### config.mk
export PLATFORM = sky130hd
export DESIGN_NAME = multicycle_ctrl_flat
export DESIGN_NICKNAME = d
export VERILOG_FILES = /design/src/rtl/ctrl_pkg.sv /design/src/rtl/multicycle_ctrl_if.sv /design/src/rtl/mem_watchdog.sv /design/src/rtl/multicycle_ctrl.sv /design/src/flat_wrapper.sv
export SDC_FILE = /design/constraint.sdc
export NUM_CORES = 1
export LEC_CHECK = 0
export ABC_CLOCK_PERIOD_IN_PS = 6500
export BUFFER_PORTS_ARGS = -buffer_cell sky130_fd_sc_hd__buf_2
export CORE_AREA = 2 2 60 90
export CTS_CLUSTER_SIZE = 20
export DETAILED_ROUTE_END_ITERATION = 8
export DIE_AREA = 0 0 62 92
export GPL_TIMING_DRIVEN = 0
export PLACE_DENSITY = 0.78
export SYNTH_ARGS = -nofsm -noshare
export SYNTH_HDL_FRONTEND = slang
export SYNTH_SLANG_ARGS = --single-unit
### constraint.sdc
create_clock -name clk -period 6.5 [get_ports clk]
set_input_delay 0.65 -clock clk [delete_from_list [all_inputs] [get_ports clk]]
set_output_delay 0.65 -clock clk [all_outputs]
set_load 0.01 [all_outputs]
### src/rtl/ctrl_pkg.sv
// ctrl_pkg: shared definitions for the multi-cycle sequencer.
//   - RV32 opcode constants handled by the sequencer
//   - state_t  : sequencer state encoding (also visible on state_o)
//   - alu_op_t : ALUOp encoding driven to the ALU decoder
//   - pc_src_t : PC source mux select
//   - is_legal : opcode legality test used in DECODE
package ctrl_pkg;

    localparam logic [6:0] OP_R   = 7'b0110011;
    localparam logic [6:0] OP_I   = 7'b0010011;
    localparam logic [6:0] OP_LD  = 7'b0000011;
    localparam logic [6:0] OP_ST  = 7'b0100011;
    localparam logic [6:0] OP_BR  = 7'b1100011;
    localparam logic [6:0] OP_JAL = 7'b1101111;

    typedef enum logic [2:0] {
        S_FETCH  = 3'd0,
        S_DECODE = 3'd1,
        S_EXEC   = 3'd2,
        S_MEM    = 3'd3,
        S_WB     = 3'd4,
        S_TRAP   = 3'd5,
        S_BUSERR = 3'd6
    } state_t;

    typedef enum logic [1:0] {
        ALU_R  = 2'b00,
        ALU_I  = 2'b01,
        ALU_LS = 2'b10,
        ALU_BR = 2'b11
    } alu_op_t;

    typedef enum logic [1:0] {
        PC_PLUS4  = 2'b00,
        PC_BRANCH = 2'b01,
        PC_JAL    = 2'b10
    } pc_src_t;

    function automatic logic is_legal(input logic [6:0] op);
        return (op == OP_R) || (op == OP_I) || (op == OP_LD) ||
               (op == OP_ST) || (op == OP_BR) || (op == OP_JAL);
    endfunction

endpackage

### src/rtl/multicycle_ctrl_if.sv
// multicycle_ctrl_if: shared memory port between the sequencer and memory.
//   mem_req   : access request (driven by the sequencer)
//   mem_we    : access is a write
//   iord      : address select, 0 = PC, 1 = ALU result
//   mem_ready : memory completes the current access this cycle
//
// Handshake: an access completes on a rising edge where mem_req and
// mem_ready are both 1. Once raised, mem_req stays high until completion
// (no withdrawal) and iord/mem_we stay stable meanwhile. mem_ready is
// ignored while mem_req is 0. mem_ready in the first request cycle
// (zero-wait) is legal.
interface multicycle_ctrl_if;
    logic mem_req;
    logic mem_we;
    logic iord;
    logic mem_ready;

    modport master (output mem_req, output mem_we, output iord, input mem_ready);
    modport slave  (input mem_req, input mem_we, input iord, output mem_ready);
endinterface

### src/rtl/mem_watchdog.sv
// mem_watchdog: counts cycles a memory request has waited without mem_ready.
//   clk, rst_n : clock, asynchronous active-low reset
//   clr        : clear the count (sequencer state change)
//   wait_i     : request pending and not completing this cycle
//   expire     : count has reached TIMEOUT-1 and the request is still waiting;
//                the sequencer abandons the access on the next edge
// TIMEOUT = 0 disables the watchdog (expire stays 0).
module mem_watchdog #(
    parameter int TIMEOUT = 16
) (
    input  logic clk,
    input  logic rst_n,
    input  logic clr,
    input  logic wait_i,
    output logic expire
);

    localparam int  CW = (TIMEOUT > 1) ? $clog2(TIMEOUT) : 1;
    localparam bit  EN = (TIMEOUT != 0);
    localparam logic [CW-1:0] LAST = CW'((TIMEOUT == 0) ? 0 : TIMEOUT - 1);

    logic [CW-1:0] count;

    always_ff @(posedge clk or negedge rst_n) begin
        if (!rst_n) begin
            count <= '0;
        end else if (clr) begin
            count <= '0;
        end else if (wait_i && (count != LAST)) begin
            // Saturate at LAST so a disabled watchdog never wraps into a match.
            count <= count + CW'(1);
        end
    end

    assign expire = EN && wait_i && (count == LAST);

endmodule

### src/rtl/multicycle_ctrl.sv
// multicycle_ctrl: multi-cycle sequencer for the RV32 datapath.
// Steps each instruction through FETCH, DECODE, EXEC, optional MEM and
// optional WB, sharing one memory port between fetch and data access.
//   clk, rst_n  : clock, asynchronous active-low reset
//   opcode      : IR[6:0], valid from DECODE onward
//   alu_zero    : ALU zero flag, used by branches in EXEC
//   bus         : memory port (mem_req, mem_we, iord, mem_ready)
//   ir_we       : load IR and latch old_pc
//   pc_we/pc_src: PC write enable and source select
//   reg_we      : register-file write, mem_to_reg selects memory data
//   alu_src_b   : ALU operand B is the immediate
//   alu_op      : ALUOp to the ALU decoder
//   state_o     : current sequencer state
//   illegal     : sticky illegal-opcode flag (TRAP)
//   bus_err     : sticky memory-timeout flag (BUSERR)
//   instret     : retired-instruction count, wraps
module multicycle_ctrl
    import ctrl_pkg::*;
#(
    parameter int TIMEOUT   = 16,
    parameter int INSTRET_W = 32
) (
    input  logic                 clk,
    input  logic                 rst_n,
    input  logic [6:0]           opcode,
    input  logic                 alu_zero,
    multicycle_ctrl_if.master    bus,
    output logic                 ir_we,
    output logic                 pc_we,
    output logic [1:0]           pc_src,
    output logic                 reg_we,
    output logic                 mem_to_reg,
    output logic                 alu_src_b,
    output logic [1:0]           alu_op,
    output logic [2:0]           state_o,
    output logic                 illegal,
    output logic                 bus_err,
    output logic [INSTRET_W-1:0] instret
);

    state_t  state, state_n;
    alu_op_t alu_op_c;
    pc_src_t pc_src_c;
    logic    req_phase;
    logic    mem_we_c, iord_c;
    logic    retire, set_illegal;
    logic    wd_clr, wd_expire;

    // Requesting states. Gated by rst_n so mem_req drops the moment reset
    // asserts, even though the state register already reads FETCH.
    assign req_phase = rst_n && ((state == S_FETCH) || (state == S_MEM));

    mem_watchdog #(.TIMEOUT(TIMEOUT)) u_wd (
        .clk    (clk),
        .rst_n  (rst_n),
        .clr    (wd_clr),
        .wait_i (req_phase && !bus.mem_ready),
        .expire (wd_expire)
    );

    assign wd_clr = (state_n != state);

    always_ff @(posedge clk or negedge rst_n) begin
        if (!rst_n) begin
            state   <= S_FETCH;
            illegal <= 1'b0;
            bus_err <= 1'b0;
            instret <= '0;
        end else begin
            state <= state_n;
            if (set_illegal) illegal <= 1'b1;
            if ((state_n == S_BUSERR) && (state != S_BUSERR)) bus_err <= 1'b1;
            if (retire) instret <= instret + INSTRET_W'(1);
        end
    end

    always_comb begin
        state_n     = state;
        mem_we_c    = 1'b0;
        iord_c      = 1'b0;
        ir_we       = 1'b0;
        pc_we       = 1'b0;
        pc_src_c    = PC_PLUS4;
        reg_we      = 1'b0;
        mem_to_reg  = 1'b0;
        alu_src_b   = 1'b0;
        alu_op_c    = ALU_R;
        retire      = 1'b0;
        set_illegal = 1'b0;
        if (rst_n) begin
            case (state)
                S_FETCH: begin
                    if (bus.mem_ready) begin
                        ir_we   = 1'b1;
                        pc_we   = 1'b1;
                        state_n = S_DECODE;
                    end else if (wd_expire) begin
                        state_n = S_BUSERR;
                    end
                end
                S_DECODE: begin
                    if (is_legal(opcode)) begin
                        state_n = S_EXEC;
                    end else begin
                        state_n     = S_TRAP;
                        set_illegal = 1'b1;
                    end
                end
                S_EXEC: begin
                    case (opcode)
                        OP_R: begin
                            alu_op_c = ALU_R;
                            state_n  = S_WB;
                        end
                        OP_I: begin
                            alu_op_c  = ALU_I;
                            alu_src_b = 1'b1;
                            state_n   = S_WB;
                        end
                        OP_LD, OP_ST: begin
                            alu_op_c  = ALU_LS;
                            alu_src_b = 1'b1;
                            state_n   = S_MEM;
                        end
                        OP_BR: begin
                            alu_op_c = ALU_BR;
                            pc_we    = alu_zero;
                            pc_src_c = PC_BRANCH;
                            retire   = 1'b1;
                            state_n  = S_FETCH;
                        end
                        OP_JAL: begin
                            pc_we    = 1'b1;
                            pc_src_c = PC_JAL;
                            retire   = 1'b1;
                            state_n  = S_FETCH;
                        end
                        default: state_n = S_TRAP;
                    endcase
                end
                S_MEM: begin
                    iord_c   = 1'b1;
                    mem_we_c = (opcode == OP_ST);
                    if (bus.mem_ready) begin
                        if (opcode == OP_ST) begin
                            retire  = 1'b1;
                            state_n = S_FETCH;
                        end else begin
                            state_n = S_WB;
                        end
                    end else if (wd_expire) begin
                        state_n = S_BUSERR;
                    end
                end
                S_WB: begin
                    reg_we     = 1'b1;
                    mem_to_reg = (opcode == OP_LD);
                    retire     = 1'b1;
                    state_n    = S_FETCH;
                end
                default: state_n = state;   // TRAP / BUSERR hold until reset
            endcase
        end
    end

    assign bus.mem_req = req_phase;
    assign bus.mem_we  = mem_we_c;
    assign bus.iord    = iord_c;
    assign pc_src      = pc_src_c;
    assign alu_op      = alu_op_c;
    assign state_o     = state;

endmodule

### src/flat_wrapper.sv
// flat-port wrapper written by rule: the top's interface ports become plain ports
module multicycle_ctrl_flat import ctrl_pkg::*;
#(
    parameter int TIMEOUT   = 16,
    parameter int INSTRET_W = 32
)
  (clk, rst_n, opcode, alu_zero, ir_we, pc_we, pc_src, reg_we, mem_to_reg, alu_src_b, alu_op, state_o, illegal, bus_err, instret, bus_mem_req, bus_mem_we, bus_iord, bus_mem_ready);
  multicycle_ctrl_if bus_i ();
  input  logic clk;
  input  logic rst_n;
  input  logic [6:0] opcode;
  input  logic alu_zero;
  output logic ir_we;
  output logic pc_we;
  output logic [1:0] pc_src;
  output logic reg_we;
  output logic mem_to_reg;
  output logic alu_src_b;
  output logic [1:0] alu_op;
  output logic [2:0] state_o;
  output logic illegal;
  output logic bus_err;
  output logic [INSTRET_W-1:0] instret;
  output wire logic [$bits(bus_i.mem_req)-1:0] bus_mem_req;
  output wire logic [$bits(bus_i.mem_we)-1:0] bus_mem_we;
  output wire logic [$bits(bus_i.iord)-1:0] bus_iord;
  input wire logic [$bits(bus_i.mem_ready)-1:0] bus_mem_ready;
  assign bus_mem_req = bus_i.mem_req;
  assign bus_mem_we = bus_i.mem_we;
  assign bus_iord = bus_i.iord;
  assign bus_i.mem_ready = bus_mem_ready;
  multicycle_ctrl #(.TIMEOUT(TIMEOUT), .INSTRET_W(INSTRET_W)) u_core (.clk(clk), .rst_n(rst_n), .opcode(opcode), .alu_zero(alu_zero), .bus(bus_i), .ir_we(ir_we), .pc_we(pc_we), .pc_src(pc_src), .reg_we(reg_we), .mem_to_reg(mem_to_reg), .alu_src_b(alu_src_b), .alu_op(alu_op), .state_o(state_o), .illegal(illegal), .bus_err(bus_err), .instret(instret));
endmodule
==> Word-level counts from Yosys, hierarchy flattened <==
Index checks and enable logic that the tools add are counted.
W data, S select, Z words.
{ "op_classes": {"n_reduce_logical": 18, "addsub": 2, "n_eq_ne": 15, "mux": 41} }
{ "op_table": {"columns": ["op", "count"], "rows": [
  ["$add A32 B1 Y32 const B", 1],
  ["$mux W1", 22],
  ["$mux W3", 6],
  ["$pmux W3 S5", 1],
  ["$eq A7 B6 Y1 const B", 2],
  ["$eq A7 B7 Y1 const B", 2],
  ["$pmux W3 S3", 1],
  ["$mux W2", 4],
  ["$mux W4", 2],
  ["$eq A7 B2 Y1 const B", 1],
  ["$eq A7 B5 Y1 const B", 1],
  ["$eq A3 B2 Y1 const B", 2],
  ["$eq A3 B3 Y1 const B", 2],
  ["$logic_or A1 B1 Y1", 6],
  ["$pmux W2 S3", 1],
  ["$reduce_or A2 Y1", 3],
  ["$logic_and A1 B1 Y1", 5],
  ["$add A4 B1 Y4 const B", 1],
  ["$eq A4 B4 Y1 const B", 1],
  ["$ne A4 B4 Y1 const B", 1],
  ["$pmux W1 S2", 2],
  ["$pmux W2 S2", 1],
  ["$eq A3 B1 Y1 const B", 1],
  ["$logic_not A3 Y1", 1],
  ["6 further kinds", 6]
]} }
{ "totals": {"elab_cells": 81, "ff_bits": 41} }

==> Depth between registers and ports, before layout <==
Gate-level depths: netlist (run 1).
{ "depth": {"depth_word": 11, "depth_mapped": 7} }

==> Cells and area by module <==
A second synthesis (run 1) with hierarchy kept.
{ "hier_totals": {"hier_cells": 261, "area_unflattened_um2": 2483.6} }
{ "by_module_without_submodules": {"columns": ["mod", "area_each_um2", "seq_area_each_um2", "cells_per_inst", "instances"], "rows": [
  ["multicycle_ctrl", 2244.7, 925.9, 240, 1],
  ["mem_watchdog", 239.0, 100.1, 21, 1]
]} }

==> Worst setup path before layout (run 1) <==
Ideal clock, no wire load.
{ "synth_path": {"path_kind": "in2reg", "start": "input opcode[3]", "end": "register u_core.instret[31]", "required_time_ps": 6376, "slack_ps": 4003, "path_stages": 7, "n_path_buf": 2, "arrival_time_ps": 2373, "cell_sequence": "or3_1 -> clkbuf_2 -> or4b_4 -> a31oi_1 -> buf_4 -> nand4_1 -> xnor2_1"} }
{ "synth_between": {"elab_chain_len": 5} }
{ "synth_rtl": {"columns": ["element", "line_no", "rtl"], "rows": [
  ["from (decl)", "flat_wrapper.sv:11", "input logic [6:0] opcode;"],
  ["$eq A7 B6 Y1 / $eq A7 B7 Y1 (equally long branches)", "multicycle_ctrl.sv:145, multicycle_ctrl.sv:110", null],
  ["$mux W1 / $reduce_or A2 Y1 (equally long branches)", null, null],
  ["$mux W1 (on tied branches)", "multicycle_ctrl.sv:144, multicycle_ctrl.sv:110", null],
  ["$pmux W1 S3 *", "multicycle_ctrl.sv:91", "case (state)"],
  ["$mux W1 *", "multicycle_ctrl.sv:90", "if (rst_n) begin"],
  ["to (signal assigned)", "multicycle_ctrl.sv:73", "if (retire) instret <= instret + INSTRET_W'(1);"],
  ["to (decl)", "multicycle_ctrl.sv:38", "output logic [INSTRET_W-1:0] instret"]
]} }
Mark *: on every way between the ends. The rest lies on a longest branch, timed or not.
A chain may end at the register's enable or synchronous reset.

==> Final worst setup path (run 1) <==
{ "layout_path": {"start": "input rst_n", "end": "output mem_to_reg"} }
{ "layout_between": {"elab_chain_len": 1} }
{ "layout_rtl": {"columns": ["element", "line_no", "rtl"], "rows": [
  ["from (decl)", "flat_wrapper.sv:10", "input logic rst_n;"],
  ["$mux W1", "multicycle_ctrl.sv:90", null],
  ["to (decl)", "flat_wrapper.sv:17", "output logic mem_to_reg;"]
]} }
Every way passes these cells.

==> results of run 1 <==
[synth_stat cells, types with 5 or more instances]
cell type and instances:
nor3_1 10, clkbuf_1 6, xor2_1 14, a21oi_1 7, nand3_1 15, and3_1 6
dfrtp_1 41, nand4_1 12, xnor2_1 22, nor2_1 16, nand2_1 26, inv_1 5
nand2b_1 5
[through the flow]
step | utilization (%) | power, mW | setup WS [ns] | cell area, sq um | hold slack (ns)
2_1_floorplan | - | 0.429 | 4.00 | 2380 | 0.354
3_3_place_gp | 55.0 | 0.492 | 2.91 | 2750 | 0.451
3_5_place_dp | 55.0 | 0.496 | 2.84 | 2750 | 0.444
4_1_cts | 57.4 | 0.712 | 3.04 | 2870 | 0.469
5_1_grt | 57.4 | 0.750 | 2.84 | 2870 | 0.490
6_report | 57.4 | 0.706 | 3.10 | 2870 | 0.463
[cell families after synthesis]
logic type	after synthesis	synth area share [%]
flops	41	43.2
fa+ha+maj	2	1.05
compound gates	29	8.64
xor+xnor	36	13.3
mux	1	0.421
buf+inv	16	3.16
simple gates	123	30.3
[worst paths after layout]
path,slack (ns),depth (start not counted),end
max,3.10,8,mem_to_reg
min,0.46,1,u_core.illegal$_DFFE_PN0P_
max reg2reg,3.96,7,u_core.instret[31]$_DFFE_PN0P_
min reg2reg,0.46,1,u_core.illegal$_DFFE_PN0P_
max in group asynchronous,5.43,1,u_core.instret[6]$_DFFE_PN0P_
min in group asynchronous,0.49,1,u_core.instret[19]$_DFFE_PN0P_
[power by group through the flow]
stage | combinational, mW | sequential (mW) | clock, mW
floorplan | 0.118 | 0.311 | 0
global placement | 0.188 | 0.304 | 0
detailed placement | 0.191 | 0.305 | 0
CTS | 0.192 | 0.300 | 0.221
global route | 0.213 | 0.304 | 0.233
finish | 0.193 | 0.300 | 0.214
[routing by layer]
layer / GRT usage (%) / vias to the layer above
met2: 33.8 / 61
li1: - / 1027
met3: 2.26 / 11
met1: 24.5 / 1030
met4: 8.33 / 0
met5: 0 / -
[sequential cells by signal, summed over array words and instances, names as in the netlist]
register           cells
u_core.bus_err         1
u_core.u_wd.count      4
u_core.state_o         3
u_core.instret        32
u_core.illegal         1
[layout make-up]
| class | instances | area share, % |
|---|---|---|
| Buffer | 11 | 1.96 |
| Clock buffer | 6 | 2.88 |
| Clock inverter | 2 | 1.31 |
| Inverter | 5 | 0.654 |
| Multi-Input combinational cell | 191 | 44.4 |
| Sequential cell | 41 | 35.7 |
| Tap cell | 68 | 2.96 |
| Timing Repair Buffer | 58 | 10.1 |
[worst max-delay path, cell delays in order]
cell	delay, ns
buf_2	0.70
nand2b_1	0.28
or3b_2	0.52
clkbuf_1	0.20
inv_1	0.11
nand2_1	0.06
nor2_1	0.10
buf_2	0.13
==> results.md, run 1 <==
* Status: completed
* Synth Cell Area at 2380 sq um
* Worst min-delay path startpoint: u_core.illegal$_DFFE_PN0P_
* Slew Viols, Final at 0
* Critical Path End Type: output port
* Cell row count at 32
* Multi-input gate area at 1270 sq um
* CTS sink count at 41
* Register area at 1030 sq um
* WL met3 at 216 um
* Final Hold Vio Count at 0
* Layout cells sized above 1 at 27.1%
* Cell variety after synth at 52
* Final period util at 52.4%
* CTS clock-pin slew for the worst setup and hold paths at 0.08 ns
* CTS Hold Bufs at 0
* Placer Congestion at 0.882
* Top sig layer: met4
* Mean Syn Cell Area at 9.58 sq um
* Main synth FF type: dfrtp_1
* DRC at 0
* DP Cell Count at 374
* Initial antenna violation count at 0
* Core Region at 5000 sq um
* Chip width at 62 um
* CTS root buf: clkbuf_8
* M1 WL at 2.24 mm
* First-pass GRT wire length at 8.71 mm
* Async set-reset flop share out of synthesis at 100%
* Num CTS Buffers at 5
* Largest net degree at the start of global routing at 44
* Final Setup Violations at 0
* RSZ-0062 raised after global routing: no
* Final #Nets at 326
* Sw Ratio at 32.8%
* CTS tree: built
* Fillers at 457
* Initial drt markers at 114
* Max VDD drop at 122 uV
* Post-synth top area share at 43.2%
* Power Dens Cells at 246 nW/um^2
* Post-CTS Setup Inserts at 0
* Drt pass-1 iters at 4
* Global Route Usage Sum at 20.0%
* Routed Antenna Nets at 0
* Most frequent cells in the layout: 60 x buf_2, 41 x dfrtp_1, 26 x nand2_1
* Commonest non-fill, non-tap cell in the layout: buf_2
* WP data required at 5.85 ns
* Leak Pwr at 1.40 nW
* Crit path arrival time at 2.75 ns
* Routed met2 length at 2.95 mm
* Top Ports at 60
* Ant diodes at 0
* Post-synth EDFFs at 0
* Clock Latency Late Sink at 0.29 ns
* Syn_nets at 261
* Internal at 0.474 mW
* DRT Wirelength at 5.50 mm
* Flop pwr share at 42.5%
* CP startpoint kind: primary input
* Non-filler cells, final at 382
* Sequential fraction of the synthesis area at 43.2%
* Clock power share at 30.3%
* Vias in the first global route at 1940
* FF-to-FF Start: u_core.state_o[0]$_DFF_PN0_
* Clock Skew at 0.0112 ns
* Share of total power in combinational logic at 27.3%
* H-tree lvl count at 2
* Max cap viols at 0
* Critical-path maximum fanout at 43
* Fmax at 294 MHz
* Leading area contributor after synthesis: dfrtp_1
* Crit Path Class: primary input to output port
* Buffers on Ports at 58
* #FFs+latches synth at 41
* Total die area at 5700 sq um
* Ranking of synthesized cells by area: dfrtp_1 43%, xnor2_1 8.1%, xor2_1 5.2%
* Worst hold-check path type: flop to flop
* Die height at 92 um
* Final TNS setup at 0 ns
* GR Overflow Total at 0
* Routed len/inst at 14.4 um
* Slew HR at 38.0%
* Crit path launch: rst_n
* Max Buffers Root-to-Sink at 2
* Layout overhead on the synthesized area at 20.9%
* Routed via count at 2129
* Post-DP HPWL at 4.24 mm
* NetSw at 0.232 mW
* Min cycle time layout at 3.40 ns
* Vias per cell at 5.57
* Syn Inst Count at 248
* Number of gates resized after cts at 0
* Worst slew pin tran at 0.930 ns
* Starting Density at 47.5%
* Yosys warns at 0
Power figures use the tool's default switching activity.
==> inputs of run 2 (changes only) <==
--- a/config.mk
+++ b/config.mk
@@ -5,14 +5,14 @@
 export SDC_FILE = /design/constraint.sdc
 export NUM_CORES = 1
 export LEC_CHECK = 0
-export ABC_CLOCK_PERIOD_IN_PS = 6500
+export ABC_CLOCK_PERIOD_IN_PS = 2800
 export BUFFER_PORTS_ARGS = -buffer_cell sky130_fd_sc_hd__buf_2
-export CORE_AREA = 2 2 60 90
+export CORE_AREA = 2 2 61 92
 export CTS_CLUSTER_SIZE = 20
 export DETAILED_ROUTE_END_ITERATION = 8
-export DIE_AREA = 0 0 62 92
+export DIE_AREA = 0 0 63 94
 export GPL_TIMING_DRIVEN = 0
-export PLACE_DENSITY = 0.78
+export PLACE_DENSITY = 0.79
 export SYNTH_ARGS = -nofsm -noshare
 export SYNTH_HDL_FRONTEND = slang
 export SYNTH_SLANG_ARGS = --single-unit
==> constraint.sdc (replaced) <==
create_clock -name clk -period 2.8 [get_ports clk]
set_input_delay 0.28 -clock clk [delete_from_list [all_inputs] [get_ports clk]]
set_output_delay 0.28 -clock clk [all_outputs]
set_load 0.01 [all_outputs]
==> results.md, run 2 (synthesis gave the netlist of run 1 again) <==
* Status: completed (unchanged)
* Min cycle time layout at 2.50 ns
* M1 WL at 2.38 mm (was 2.24 mm)
* First-pass GRT wire length at 9.62 mm (was 8.71 mm)
* Top reg by flops: u_core.instret (unchanged)
* RSZ-0062 raised after global routing: no (unchanged)
* Worst slew pin tran at 0.802 ns (was 0.930 ns)
* Num CTS Buffers at 5 (unchanged)
* Commonest non-fill, non-tap cell in the layout: buf_2 (unchanged)
* Min Hold Slack at 0.469 ns (was 0.463 ns)
* Layout overhead on the synthesized area at 20.6% (was 20.9%)
* Drt pass-1 iters at 4 (unchanged)
* CTS tree: built (unchanged)
* WL met3 at 221 um (was 216 um)
* Initial drt markers at 165 (was 114)
* Top Ports at 60 (unchanged)
* Routed via count at 2139 (was 2129)
* CTS clock-pin slew for the worst setup and hold paths at 0.08 ns (about the same)
* Critical Path End Type: flop (was output port)
* GR Overflow Total at 0 (unchanged)
* H-tree lvl count at 2 (unchanged)
* WP data required at 2.97 ns (was 5.85 ns)
* Total die area at 5920 sq um (was 5700 sq um)
* Slew HR at 45.2% (was 38.0%)
* Global Route Usage Sum at 20.2% (was 20.0%)
* Layout cells sized above 1 at 26.9% (was 27.1%)
* Clock Skew at 0.00431 ns (was 0.0112 ns)
* DRT Wirelength at 5.58 mm (was 5.50 mm)
* Final Util at 56.4% (was 57.4%)
* Max Buffers Root-to-Sink at 2 (unchanged)
* Routed met2 length at 2.91 mm (was 2.95 mm)
* Starting Density at 46.7% (was 47.5%)
* Final Hold Vio Count at 0 (unchanged)
* Crit path arrival time at 2.67 ns (was 2.75 ns)
* Power Dens Cells at 526 nW/um^2 (was 246 nW/um^2)
* Largest net degree at the start of global routing at 42 (was 44)
* Routed len/inst at 14.5 um (was 14.4 um)
* Final period util at 89.3%
* Routed Antenna Nets at 0 (unchanged)
* CTS sink count at 41 (unchanged)
* Ant diodes at 0 (unchanged)
* Core Region at 5080 sq um (was 5000 sq um)
* Post-DP HPWL at 4.23 mm (was 4.24 mm)
* CTS root buf: clkbuf_8 (unchanged)
* Post-CTS Setup Inserts at 0 (unchanged)
* Clock Latency Late Sink at 0.28 ns (was 0.29 ns)
* Vias in the first global route at 2038 (was 1940)
* Top sig layer: met4 (unchanged)
* Final Setup Violations at 0 (unchanged)
* Worst hold-check path type: flop to flop (unchanged)
* Vias per cell at 5.57 (about the same)
* Cell row count at 32 (unchanged)
* Placer Congestion at 0.872 (was 0.882)
* Slew Viols, Final at 0 (unchanged)
* DRC at 0 (unchanged)
* Crit Path Class: flop to flop (was primary input to output port)
* CP startpoint kind: flop (was primary input)
* Chip width at 63 um (was 62 um)
* Most frequent cells in the layout: 59 x buf_2, 41 x dfrtp_1, 26 x nand2_1 (was 60 x buf_2, 41 x dfrtp_1, 26 x nand2_1)
* Max cap viols at 0 (unchanged)
* Buffers on Ports at 58 (unchanged)
* Largest register FFs at 32 (unchanged)
* Final #Nets at 328 (was 326)
* Leak Pwr at 1.40 nW (about the same)
* Max VDD drop at 252 uV (was 122 uV)
* Initial antenna violation count at 0 (unchanged)
* Fmax at 400 MHz
* Multi-input gate area at 1270 sq um (unchanged)
* Die height at 94 um (was 92 um)
* Register area at 1030 sq um (unchanged)
* Fillers at 477 (was 457)
* Critical-path maximum fanout at 10 (was 43)
run 2: changes by cell type in the layout (fill, tap and decap cells not counted), sizes merged:
| cell | delta |
|---|---|
| bufinv | -1 |
| clkinv | +2 |
| buf | +1 |
| dlygate4sd3 | +1 |
| clkinvlp | -1 |
run 2: report_power, final:
| part | internal (mW) | switching (mW) | total (mW) |
|---|---|---|---|
| registers | 0.644 | 0.0527 | 0.696 |
| clock network | 0.173 | 0.189 | 0.362 |
| logic | 0.173 | 0.277 | 0.450 |
| total | 0.989 | 0.519 | 1.51 |
run 2: worst max-delay path, stage by stage, from the launching register on:
cell	delay [ns]
dfrtp_1	0.35
clkbuf_1	0.33
and4b_1	0.30
or4b_4	0.49
a31oi_1	0.36
buf_4	0.26
nand4_1	0.14
xnor2_1	0.16
run 2: worst paths after layout:
kind	to	slack [ns]	from	depth (start not counted)
worst min register to register	u_core.instret[31]$_DFFE_PN0P_	0.47	u_core.instret[31]$_DFFE_PN0P_	1
min in group asynchronous	u_core.instret[18]$_DFFE_PN0P_	0.58	rst_n	3
worst min-delay path	u_core.instret[31]$_DFFE_PN0P_	0.47	u_core.instret[31]$_DFFE_PN0P_	1
max in group asynchronous	u_core.instret[7]$_DFFE_PN0P_	2.01	rst_n	3
worst max-delay path	u_core.instret[27]$_DFFE_PN0P_	0.30	u_core.state_o[0]$_DFF_PN0_	7
worst max register to register	u_core.instret[27]$_DFFE_PN0P_	0.30	u_core.state_o[0]$_DFF_PN0_	7
run 2: layout make-up:
type,count,area share [%]
timing repair buffer,60,11.3
sequential,41,35.8
clock buffer,6,2.53
tap,68,2.97
inverter,5,0.655
clock inverter,2,0.349
multi-input combinational,191,44.5
buffer,11,1.96
run 2: per-stage QoR:
stage / worst slack, ns / power, mW / area (sq um) / cells / TNS (ns)
detailed placement: -0.486 / 1.15 / 2750 / 374 / -8.98
finish: 0.299 / 1.51 / 2870 / 384 / 0
global placement: -0.423 / 1.14 / 2750 / 374 / -7.75
global route: 0.152 / 1.61 / 2870 / 384 / 0
floorplan: 0.562 / 0.996 / 2380 / 248 / 0
CTS: 0.273 / 1.52 / 2870 / 384 / 0
run 2: repair_timing:
action	in CTS	in global routing
hold buffers	2	0
hold endpoints to repair	41	0
resized for setup	1	0
endpoints found under the setup margin	10	0
run 2: layer usage:
| layer | up-vias | GRT usage (%) |
|---|---|---|
| met1 | 1035 | 23.7 |
| met4 | 0 | 6.11 |
| met2 | 65 | 37.9 |
| met5 | - | 0 |
| li1 | 1032 | - |
| met3 | 7 | 2.52 |
